<file path="src/rtl/regfile_wb_pkg.sv">
// Shared constants for the register-file write-back sequencer.
// Describes queued entries as {word, d, val} and names the pointer-pair base registers.
package regfile_wb_pkg;

    localparam int AW_DEF = 6;
    localparam int VAL_W  = 16;

    // X/Y/Z pointer pairs start on even registers, so they are always written aligned.
    localparam logic [AW_DEF-1:0] REG_X = 6'd26;
    localparam logic [AW_DEF-1:0] REG_Y = 6'd28;
    localparam logic [AW_DEF-1:0] REG_Z = 6'd30;

    function automatic int entry_width(input int aw);
        return 1 + aw + VAL_W;
    endfunction

    localparam int ENTRY_W = entry_width(AW_DEF);

endpackage

</file>
<file path="src/rtl/regfile_wb_fifo.sv">
// Small synchronous FIFO that holds pending write-back entries.
// Also exposes every slot in head-first order so the top can do hazard compares.
module regfile_wb_fifo #(
    parameter int DEPTH = 2,
    parameter int W     = 23
) (
    input  logic                       clk,
    input  logic                       reset,
    input  logic                       push,
    input  logic [W-1:0]               push_data,
    input  logic                       pop,
    output logic [W-1:0]               head,
    output logic [$clog2(DEPTH):0]     count,
    output logic                       full,
    output logic                       empty,
    output logic [DEPTH*W-1:0]         view_data,
    output logic [DEPTH-1:0]           view_valid
);

    localparam int PW = $clog2(DEPTH);
    localparam int CW = PW + 1;

    logic [W-1:0]  mem [DEPTH];
    logic [PW-1:0] wr_ptr;
    logic [PW-1:0] rd_ptr;

    always_ff @(posedge clk) begin
        if (push) begin
            mem[wr_ptr] <= push_data;
        end
    end

    always_ff @(posedge clk) begin
        if (!reset) begin
            wr_ptr <= '0;
            rd_ptr <= '0;
            count  <= '0;
        end else begin
            if (push) begin
                wr_ptr <= wr_ptr + 1'b1;
            end
            if (pop) begin
                rd_ptr <= rd_ptr + 1'b1;
            end
            if (push && !pop) begin
                count <= count + 1'b1;
            end else if (!push && pop) begin
                count <= count - 1'b1;
            end
        end
    end

    assign head  = mem[rd_ptr];
    assign full  = (count == CW'(DEPTH));
    assign empty = (count == '0);

    // Slot i of the view is the i-th oldest entry; slot 0 is always the head.
    for (genvar g = 0; g < DEPTH; g++) begin : g_view
        logic [PW-1:0] idx;
        assign idx                  = rd_ptr + PW'(g);
        assign view_data[g*W +: W]  = mem[idx];
        assign view_valid[g]        = (CW'(g) < count);
    end

endmodule

</file>
<file path="src/rtl/regfile_writeback.sv">
// Write-side sequencer for the register file: queues results, drains one write per
// cycle, splits odd-addressed 16-bit results into two byte writes, and flags pending reads.
module regfile_writeback
    import regfile_wb_pkg::*;
#(
    parameter int DEPTH = 2,
    parameter int AW    = AW_DEF
) (
    input  logic          clk,
    input  logic          reset,
    input  logic          in_valid,
    output logic          in_ready,
    input  logic          in_word,
    input  logic [AW-1:0] in_d,
    input  logic [15:0]   in_val,
    output logic          write,
    output logic          write_word,
    output logic [AW-1:0] d,
    output logic [15:0]   Rd,
    input  logic [AW-1:0] q_a,
    input  logic [AW-1:0] q_b,
    output logic          pend_a,
    output logic          pend_b
);

    localparam int EW = entry_width(AW);
    localparam int CW = $clog2(DEPTH) + 1;

    localparam logic [0:0] ST_HEAD = 1'b0;
    localparam logic [0:0] ST_HIGH = 1'b1;

    logic [0:0]         state;
    logic [0:0]         state_next;
    logic               push;
    logic               pop;
    logic [EW-1:0]      head;
    logic [CW-1:0]      count;
    logic [CW-1:0]      count_next;
    logic               full;
    logic               empty;
    logic [DEPTH*EW-1:0] view_data;
    logic [DEPTH-1:0]   view_valid;
    logic               head_word;
    logic [AW-1:0]      head_d;
    logic [15:0]        head_val;
    logic               head_split;
    logic [DEPTH-1:0]   hit_a;
    logic [DEPTH-1:0]   hit_b;

    assign push = in_valid && in_ready && !full;

    regfile_wb_fifo #(
        .DEPTH (DEPTH),
        .W     (EW)
    ) u_fifo (
        .clk        (clk),
        .reset      (reset),
        .push       (push),
        .push_data  ({in_word, in_d, in_val}),
        .pop        (pop),
        .head       (head),
        .count      (count),
        .full       (full),
        .empty      (empty),
        .view_data  (view_data),
        .view_valid (view_valid)
    );

    assign head_word  = head[EW-1];
    assign head_d     = head[VAL_W +: AW];
    assign head_val   = head[VAL_W-1:0];
    assign head_split = head_word && head_d[0];

    // A split entry stays at the head for one extra cycle while its high byte goes out.
    always_comb begin
        pop        = 1'b0;
        state_next = state;
        if (state == ST_HIGH) begin
            pop        = 1'b1;
            state_next = ST_HEAD;
        end else if (!empty) begin
            if (head_split) begin
                state_next = ST_HIGH;
            end else begin
                pop = 1'b1;
            end
        end
    end

    always_comb begin
        count_next = count;
        if (push && !pop) begin
            count_next = count + 1'b1;
        end else if (!push && pop) begin
            count_next = count - 1'b1;
        end
    end

    always_ff @(posedge clk) begin
        if (!reset) begin
            state      <= ST_HEAD;
            in_ready   <= 1'b1;
            write      <= 1'b0;
            write_word <= 1'b0;
            d          <= '0;
            Rd         <= '0;
        end else begin
            state    <= state_next;
            in_ready <= (count_next < CW'(DEPTH));
            if (state == ST_HIGH) begin
                write      <= 1'b1;
                write_word <= 1'b0;
                d          <= head_d + 1'b1;
                Rd         <= {8'h00, head_val[15:8]};
            end else if (!empty) begin
                write      <= 1'b1;
                write_word <= head_word && !head_d[0];
                d          <= head_d;
                Rd         <= (head_word && !head_d[0]) ? head_val : {8'h00, head_val[7:0]};
            end else begin
                write      <= 1'b0;
                write_word <= 1'b0;
            end
        end
    end

    // In HIGH the head's low byte is already written, so only its high register still counts.
    for (genvar g = 0; g < DEPTH; g++) begin : g_hazard
        logic          e_word;
        logic [AW-1:0] e_lo;
        logic [AW-1:0] e_hi;
        logic          lo_live;
        logic          hi_live;
        assign e_word  = view_data[g*EW + EW - 1];
        assign e_lo    = view_data[g*EW + VAL_W +: AW];
        assign e_hi    = e_lo + 1'b1;
        assign lo_live = view_valid[g] && !((g == 0) && (state == ST_HIGH));
        assign hi_live = view_valid[g] && e_word;
        assign hit_a[g] = (lo_live && (q_a == e_lo)) || (hi_live && (q_a == e_hi));
        assign hit_b[g] = (lo_live && (q_b == e_lo)) || (hi_live && (q_b == e_hi));
    end

    assign pend_a = |hit_a;
    assign pend_b = |hit_b;

endmodule

</file>
<file path="config.mk">
export PLATFORM = sky130hd
export DESIGN_NAME = regfile_writeback
export DESIGN_NICKNAME = d
export VERILOG_FILES = /design/src/rtl/regfile_wb_pkg.sv /design/src/rtl/regfile_wb_fifo.sv /design/src/rtl/regfile_writeback.sv
export SDC_FILE = /design/constraint.sdc
export NUM_CORES = 1
export LEC_CHECK = 0
export ABC_CLOCK_PERIOD_IN_PS = 3450
export CAP_MARGIN = 20
export CELL_PAD_IN_SITES_DETAIL_PLACEMENT = 0
export CELL_PAD_IN_SITES_GLOBAL_PLACEMENT = 1
export CORE_UTILIZATION = 40
export DETAILED_ROUTE_END_ITERATION = 7
export PLACE_DENSITY = 0.73
export RECOVER_POWER = 100
export SYNTH_ARGS = -nofsm -noshare
export SYNTH_HDL_FRONTEND = slang
export SYNTH_HIERARCHICAL = 1
export SYNTH_SLANG_ARGS = --single-unit
export TNS_END_PERCENT = 20
</file>
<file path="constraint.sdc">
create_clock -name clk -period 3.45 [get_ports clk]
set_input_delay 0.8625 -clock clk [delete_from_list [all_inputs] [get_ports clk]]
set_output_delay 0.8625 -clock clk [all_outputs]
set_load 0.05 [all_outputs]
</file>
==> impl_metrics.yaml, run 1 <==
worst_setup_path:
  cp.arrival_ns: 2.50
  slowest_stage: "clkdlybuf4s50_1"
  worstRegToRegCells: 5
  worstPathRequired_ns: 2.59
  start_kind: "primary input"
  timing.rr.start: "u_fifo/count[0]"
  worst_setup_path_end_kind: "output port"
  path_max_fanout: 4
  ff2ff_setup_slack_ns: 0.78
  worstPathCellList: "clkdlybuf4s50_1, xnor2_1, nand4_1, nor4_1, a41oi_1, nand3_1, buf_12"
  r2r-end: "u_fifo/mem[0][20]"
  worstSetupPathType: "primary input to output port"
  slowest_delay_ns: 0.65
  crit_family: "buffers and inverters"
  crit_buf_inv: 2
global_routing:
  grt_pass1_wl_mm: 13.5
  antenna_found_initial: 0
  grt_max_degree: 26
  grt_pass1_vias: 2656
  gr-total-overflow: 0
  grt_use_total: 0.181
drt:
  drcViolationCount: 0
  via_per_inst: 5.05
  wl_per_cell_um: 16.5
  ant_nets: 0
  first_iter_violations: 98
  dr.pass1.iters: 4
  routed_wl_mm: 8.59
  num_vias: 2629
timing:
  finClkSkew_ns: 0.0140
  slew_violations: 0
  fin_tns_setup_ns: 0
  worst_pin_slew_ns: 1.47
  rsz0062_at_grt: "true"
  fin_crit_sh: 0.976
  finalHoldViolCount: 0
  max_freq_ghz: 0.297
  fin_crit_ns: 3.37
  slew_headroom: 0.0210
  setup_viol: 0
power:
  p_leak_nw: 1.83
  vdd_drop_max_mv: 0.319
  totalPowerFinal_mw: 3.78
  power_density_nw_per_um2: 787
placement:
  hpwl_mm: 6.30
  gp_routability_congestion: 0.862
  port_buffers: 64
  dpl-instance-area_um2: 4600
  placedCellCount: 505
clock_network:
  clock_sinks: 77
  clkTransAtPathRegs_ns: 0.09
  cts_root_buffer: "clkbuf_8"
  post_cts_buffers: 0
  htreeDepth: 3
  cts_buffers: 9
  cts_tree: "yes"
  clockBufferDepth: 2
  ctsHoldBuffers: 0
  clk_latency_ns: 0.35
die:
  coreArea_um2: 9280
  rows: 35
  io_pins: 65
  start_util: 0.417
  chipHeight_um: 100
  dieArea_um2: 10100
  die_x_um: 100
yosys:
  yosys_warnings: 6
  syn-cell-area_um2: 3870
  syn_nets: 366
  syn-instance-count: 321
  synth.avg_cell_area_um2: 12.1
finish:
  fin_area_um2: 4800
  fin_cells: 521
  num_antenna_cells: 0
  finalNetCount: 432
  nFillCells: 861
  layout-area-overhead-vs-synth_pct: 24.1
  drive_gt1_frac: 0.168
  fin_util: 0.517
min_path:
  hold_path_depth: 1
  worstHoldStart: "Rd[8]"
  hold_path.class: "register to register"
  holdPathEnd: "Rd[8]"
run:
  maxCapViolCount: 0
status:
  outcome: "complete, no violations"
==> flip-flops by register name, indices dropped and copies added (netlist names), named ones only <==
register	count
u_fifo/mem	46
Rd	16
d	6
u_fifo/count	2
in_ready	1
state	1
u_fifo/rd_ptr	1
u_fifo/wr_ptr	1
write	1
write_word	1
==> power breakdown <==
| part | internal (mW) | switching, mW | total (mW) |
|---|---|---|---|
| combinational | 0.720 | 1.11 | 1.83 |
| clock | 0.269 | 0.355 | 0.624 |
| sequential | 1.22 | 0.106 | 1.32 |
| total | 2.21 | 1.57 | 3.78 |
==> worst max path at each step <==
stage	from	to	slack (ns)	cells past startpoint
after detailed placement	q_a[1]	pend_a	0.08	7
final	q_a[1]	pend_a	0.08	7
after floorplan	register	pend_a	0.16	9
after global placement	q_a[1]	pend_a	0.02	7
after global routing	register	pend_a	-0.02	8
after CTS	register	pend_a	0.04	8
==> cell type report <==
type                    count  area [um2]  share of cell area
repair buffers             76         739               0.154
multi-input cells         215        1680               0.350
flip-flops and latches     77        2010               0.418
well taps                 129         161              0.0336
clock buffers               9         124              0.0258
clock inverters             7        57.6              0.0120
inverters                   8        30.0             0.00625
==> cells in the final DEF (no fill, tap or decap), types with 2 or more instances in the layout <==
master	count
nand2_1	7
clkinv_4	2
xnor2_2	2
o21ai_0	2
buf_12	2
and2_0	3
and2_1	7
nor3_1	3
edfxtp_1	46
clkbuf_1	3
xor2_1	24
nand4_1	5
mux2_2	23
inv_1	8
nor2b_1	2
ha_1	7
clkinvlp_4	2
a211oi_1	4
a22o_1	8
nand3_1	11
mux2_4	7
and3_1	2
nor4_1	4
xnor2_1	22
o211ai_1	4
clkbuf_8	9
a21oi_1	13
dlygate4sd3_1	50
buf_4	9
mux2i_1	10
nor2_1	33
dfxtp_1	29
nor4_2	2
clkdlybuf4s50_1	12
==> what timing repair did <==
action,CTS,global route
hold endpoints to repair,0,0
setup endpoints to repair,2,2
pin swaps,0,2
gates resized for setup,2,5
==> per-stage QoR <==
stage / hold slack [ns] / setup WS, ns
after detailed placement: 0.456 / 0.0828
after global placement: 0.460 / 0.0168
after global routing: 0.495 / -0.0159
final: 0.478 / 0.0842
after CTS: 0.487 / 0.0390
after floorplan: 0.491 / 0.163
==> per-layer routing <==
layer	vias to the layer above	part of all wire	track usage
li1	1278	-	-
met1	1274	0.45	0.225
met2	66	0.49	0.305
met3	11	0.040	0.0411
met4	0	0.018	0.0736
met5	-	0	0
(Power assumes the default switching activity.)
==> inputs of run 2 (changes only) <==
Settings changed: ABC_CLOCK_PERIOD_IN_PS 3450 to 3700.
Clock period 3.45 ns to 3.7 ns, I/O delays scaled along.
==> impl_metrics.yaml, run 2 (synthesis gave the netlist of run 1 again) <==
status:
  outcome: "finished with violations"
  failed_checks: "capacitance limit, slew limit"
timing:
  fin_tns_setup_ns: 0
  holdWs_ns: 0.479
  fin_crit_ns: 3.55
  worst_pin_slew_ns: 1.51
  slew_violations: 24
  max_freq_ghz: 0.282
  fin_ws_ns: 0.150
  setup_viol: 0
  fin_crit_sh: 0.959
  rsz0062_at_grt: "false"
  finalHoldViolCount: 0
  finClkSkew_ns: 0.0133
  slew_headroom: -0.00926
drt:
  drcViolationCount: 0
  num_vias: 2579
  routed_wl_mm: 8.60
  wl_per_cell_um: 16.6
  first_iter_violations: 91
  ant_nets: 0
  via_per_inst: 4.97
  dr.pass1.iters: 4
clock_network:
  cts_buffers: 9
  cts_root_buffer: "clkbuf_8"
  clock_sinks: 77
  clk_latency_ns: 0.35
  clkTransAtPathRegs_ns: 0.09
  htreeDepth: 3
  clockBufferDepth: 2
  cts_tree: "yes"
worst_setup_path:
  start_kind: "primary input"
  slowest_stage: "dlygate4sd3_1"
  worstPathRequired_ns: 2.77
  worstPathCellList: "dlygate4sd3_1, xnor2_1, nand4_1, nor4_1, a21oi_1, nand3_1, buf_12"
  crit_buf_inv: 2
  worst_setup_path_end_kind: "output port"
  cp.arrival_ns: 2.62
  worstSetupPathType: "primary input to output port"
  path_max_fanout: 3
  crit_family: "buffers and inverters"
  slowest_delay_ns: 0.63
die:
  chipHeight_um: 100
  coreArea_um2: 9280
  dieArea_um2: 10100
  start_util: 0.417
  io_pins: 65
  rows: 35
  die_x_um: 100
global_routing:
  grt_pass1_vias: 2746
  grt_max_degree: 26
  grt_use_total: 0.185
  gr-total-overflow: 0
  grt_pass1_wl_mm: 14.0
  antenna_found_initial: 0
placement:
  hpwl_mm: 6.23
  gp_routability_congestion: 0.853
  place_ws_ns: 0.226
  port_buffers: 64
finish:
  largest_reg_flops: 46
  drive_gt1_frac: 0.151
  top_register: "u_fifo/mem"
  final_common_cell: "dlygate4sd3_1"
  finalNetCount: 430
  layout-area-overhead-vs-synth_pct: 22.7
  final_cell_mix: "dlygate4sd3_1, edfxtp_1, nor2_1"
  num_antenna_cells: 0
  biggestRegsByFlops: "u_fifo/mem: 46 flops, Rd: 16 flops, d: 6 flops"
power:
  vdd_drop_max_mv: 0.432
  p_leak_nw: 1.81
  power_density_nw_per_um2: 739
run:
  maxCapViolCount: 1
min_path:
  hold_path.class: "register to register"
## run 2: cell count changes in the layout (fill, tap and decap cells not counted), moves of 2 or more
cell	previous run	this run
buf_4	9	6
xnor2_1	22	24
nor4_1	4	6
nor4_2	2	0
xnor2_2	2	0
## run 2: what timing repair did
action | in CTS | in global routing
hold buffers | 0 | 0
endpoints found under the hold margin | 0 | 0
resized for setup | 0 | 2
setup endpoints to repair | 0 | 2
setup buffers | 0 | 0
## run 2: layer usage
metal  global-route usage  up-vias  routed length [um]
li1                     -     1266                   -
met1                0.232     1247                3910
met2                0.312       56                4210
met3               0.0355       10                 351
met4               0.0769        0                 133
met5                    0        -                   0
## run 2: layout make-up
type                            count  area [um2]
Clock inverter                      7        56.3
Timing Repair Buffer               74         716
Tap cell                          129         161
Multi-Input combinational cell    215        1660
Clock buffer                        9         124
Fill cell                         852        4540
Inverter                            8        30.0
Sequential cell                    77        2000
## run 2: metrics by stage
step	power (mW)	instances	instance area, um2	utilization
2_1_floorplan	2.57	321	3870	-
3_3_place_gp	2.99	503	4590	0.494
3_5_place_dp	2.98	503	4590	0.494
4_1_cts	3.58	519	4770	0.514
5_1_grt	3.73	519	4750	0.511
6_report	3.51	519	4750	0.511
## run 2: path summary, 6_finish.rpt
| check | cells after the start | from | end | slack [ns] |
|---|---|---|---|---|
| hold reg to reg | 1 | Rd[15] | Rd[15] | 0.48 |
| hold / removal | 1 | Rd[15] | Rd[15] | 0.48 |
| setup / recovery | 7 | q_b[2] | pend_b | 0.15 |
| setup reg to reg | 6 | u_fifo/count[1] | Rd[14] | 0.96 |
## run 2: worst register-to-register path: stages (launching register included)
cell	delay (ns)
dfxtp_1	0.36
inv_1	0.11
ha_1	0.20
clkbuf_1	0.77
nand2_1	0.43
nor2_1	0.62
a22o_1	0.22
## run 2: where the power goes
group | total [mW] | internal (mW) | switching, mW
registers | 1.23 | 1.13 | 0.0964
clock network | 0.595 | 0.253 | 0.342
logic | 1.68 | 0.658 | 1.03
==> inputs of run 3 (changes only) <==
Settings changed: PLACE_DENSITY 0.73 to 0.74.
==> impl_metrics.yaml, run 3 (synthesis gave the netlist of run 1 again) <==
status:
  outcome: "complete, no violations"
die:
  coreArea_um2: 9280
  io_pins: 65
  die_x_um: 100
  start_util: 0.417
  chipHeight_um: 100
  rows: 35
  dieArea_um2: 10100
timing:
  rsz0062_at_grt: "false"
  worst_pin_slew_ns: 1.16
  setup_viol: 0
  fin_tns_setup_ns: 0
  slew_violations: 0
  fin_crit_ns: 3.49
  max_freq_ghz: 0.287
  slew_headroom: 0.226
  fin_crit_sh: 0.943
  finalHoldViolCount: 0
  finClkSkew_ns: 0.0119
drt:
  via_per_inst: 4.94
  drcViolationCount: 0
  first_iter_violations: 134
  wl_per_cell_um: 16.2
  ant_nets: 0
  num_vias: 2564
  dr.pass1.iters: 4
  routed_wl_mm: 8.39
power:
  p_leak_nw: 1.83
  power_density_nw_per_um2: 740
  vdd_drop_max_mv: 0.464
min_path:
  hold_path_depth: 1
  hold_path.class: "register to register"
worst_setup_path:
  worstPathCellList: "buf_6, mux2_2, and3_1, nand3_1, xor2_1, o211ai_1, nand3_1, buf_12"
  start_kind: "register"
  worstSetupPathType: "register to output port"
  worst_setup_path_end_kind: "output port"
  worstPathRequired_ns: 2.77
  slowest_delay_ns: 0.52
  slowest_stage: "dfxtp_1"
  worstRegToRegCells: 5
  path_max_fanout: 17
  cp.arrival_ns: 2.56
  path_common_cell: "nand3_1"
finish:
  layout-area-overhead-vs-synth_pct: 23.6
  final_common_cell: "dlygate4sd3_1"
  largest_reg_flops: 46
  final_cell_mix: "dlygate4sd3_1, edfxtp_1, nor2_1"
  finalNetCount: 429
  top_register: "u_fifo/mem"
  biggestRegsByFlops: "u_fifo/mem: 46 flops, Rd: 16 flops, d: 6 flops"
  fin_cells: 519
  drive_gt1_frac: 0.147
run:
  maxCapViolCount: 0
clock_network:
  ctsHoldBuffers: 0
  clk_latency_ns: 0.34
  clockBufferDepth: 2
  cts_root_buffer: "clkbuf_8"
  clock_sinks: 77
  clkTransAtPathRegs_ns: 0.08
  cts_tree: "yes"
  htreeDepth: 3
  cts_buffers: 9
global_routing:
  grt_use_total: 0.178
  grt_pass1_wl_mm: 13.4
  grt_max_degree: 27
  grt_pass1_vias: 2667
  antenna_found_initial: 1
  gr-total-overflow: 0
placement:
  gp_routability_congestion: 0.919
  hpwl_mm: 6.10
  port_buffers: 64
  placedCellCount: 502
## run 3: worst max-delay path, delay by kind of cell (launching register included)
kind	cells	cell delay [ns]
flip-flops	1	0.52
multiplexers	1	0.47
AND/OR/NAND/NOR	3	0.51
buffers and inverters	2	0.42
AO/OA/AOI/OAI	1	0.12
XOR/XNOR	1	0.19
## run 3: final cells by class
| cell class | instances | area (um2) |
|---|---|---|
| Antenna cell | 1 | 2.50 |
| Clock buffer | 9 | 124 |
| Clock inverter | 7 | 73.8 |
| Fill cell | 830 | 4500 |
| Inverter | 8 | 30.0 |
| Multi-Input combinational cell | 215 | 1660 |
| Sequential cell | 77 | 2000 |
| Tap cell | 129 | 161 |
| Timing Repair Buffer | 73 | 724 |
## run 3: per-stage QoR
stage | hold slack, ns | setup WS (ns) | power, mW | cell area [um2] | utilization
finish | 0.473 | 0.213 | 3.54 | 4780 | 0.515
global route | 0.493 | 0.0526 | 3.76 | 4780 | 0.515
CTS | 0.482 | 0.123 | 3.60 | 4780 | 0.515
detailed placement | 0.456 | 0.303 | 2.97 | 4580 | 0.494
global placement | 0.460 | 0.293 | 2.97 | 4580 | 0.494
floorplan | 0.491 | 0.350 | 2.57 | 3870 | -
## run 3: what timing repair did
item	in CTS	in global routing
setup endpoints to repair	0	1
buffers inserted	0	0
resized for setup	0	2
hold endpoints to repair	0	0
## run 3: final timing paths
kind | start | endpoint | slack [ns]
worst min register to register | Rd[11] | Rd[11] | 0.47
worst max register to register | u_fifo/count[0] | u_fifo/mem[0][2] | 0.95
worst max-delay path | register | pend_b | 0.21
worst min-delay path | Rd[11] | Rd[11] | 0.47
## run 3: routing by layer
layer | wire (um) | share of wire | up-vias | GRT usage
li1 | - | - | 1269 | -
met1 | 3760 | 0.45 | 1229 | 0.217
met2 | 4180 | 0.50 | 54 | 0.309
met3 | 275 | 0.033 | 12 | 0.0341
met4 | 174 | 0.021 | 0 | 0.0691
met5 | 0 | 0 | - | 0
## run 3: where the power goes
group	internal (mW)	total [mW]	switching, mW	leakage (nW)
Sequential	1.13	1.23	0.0978	0.681
Clock	0.314	0.621	0.307	0.101
Combinational	0.666	1.69	1.02	1.04
Total	2.11	3.54	1.43	1.83
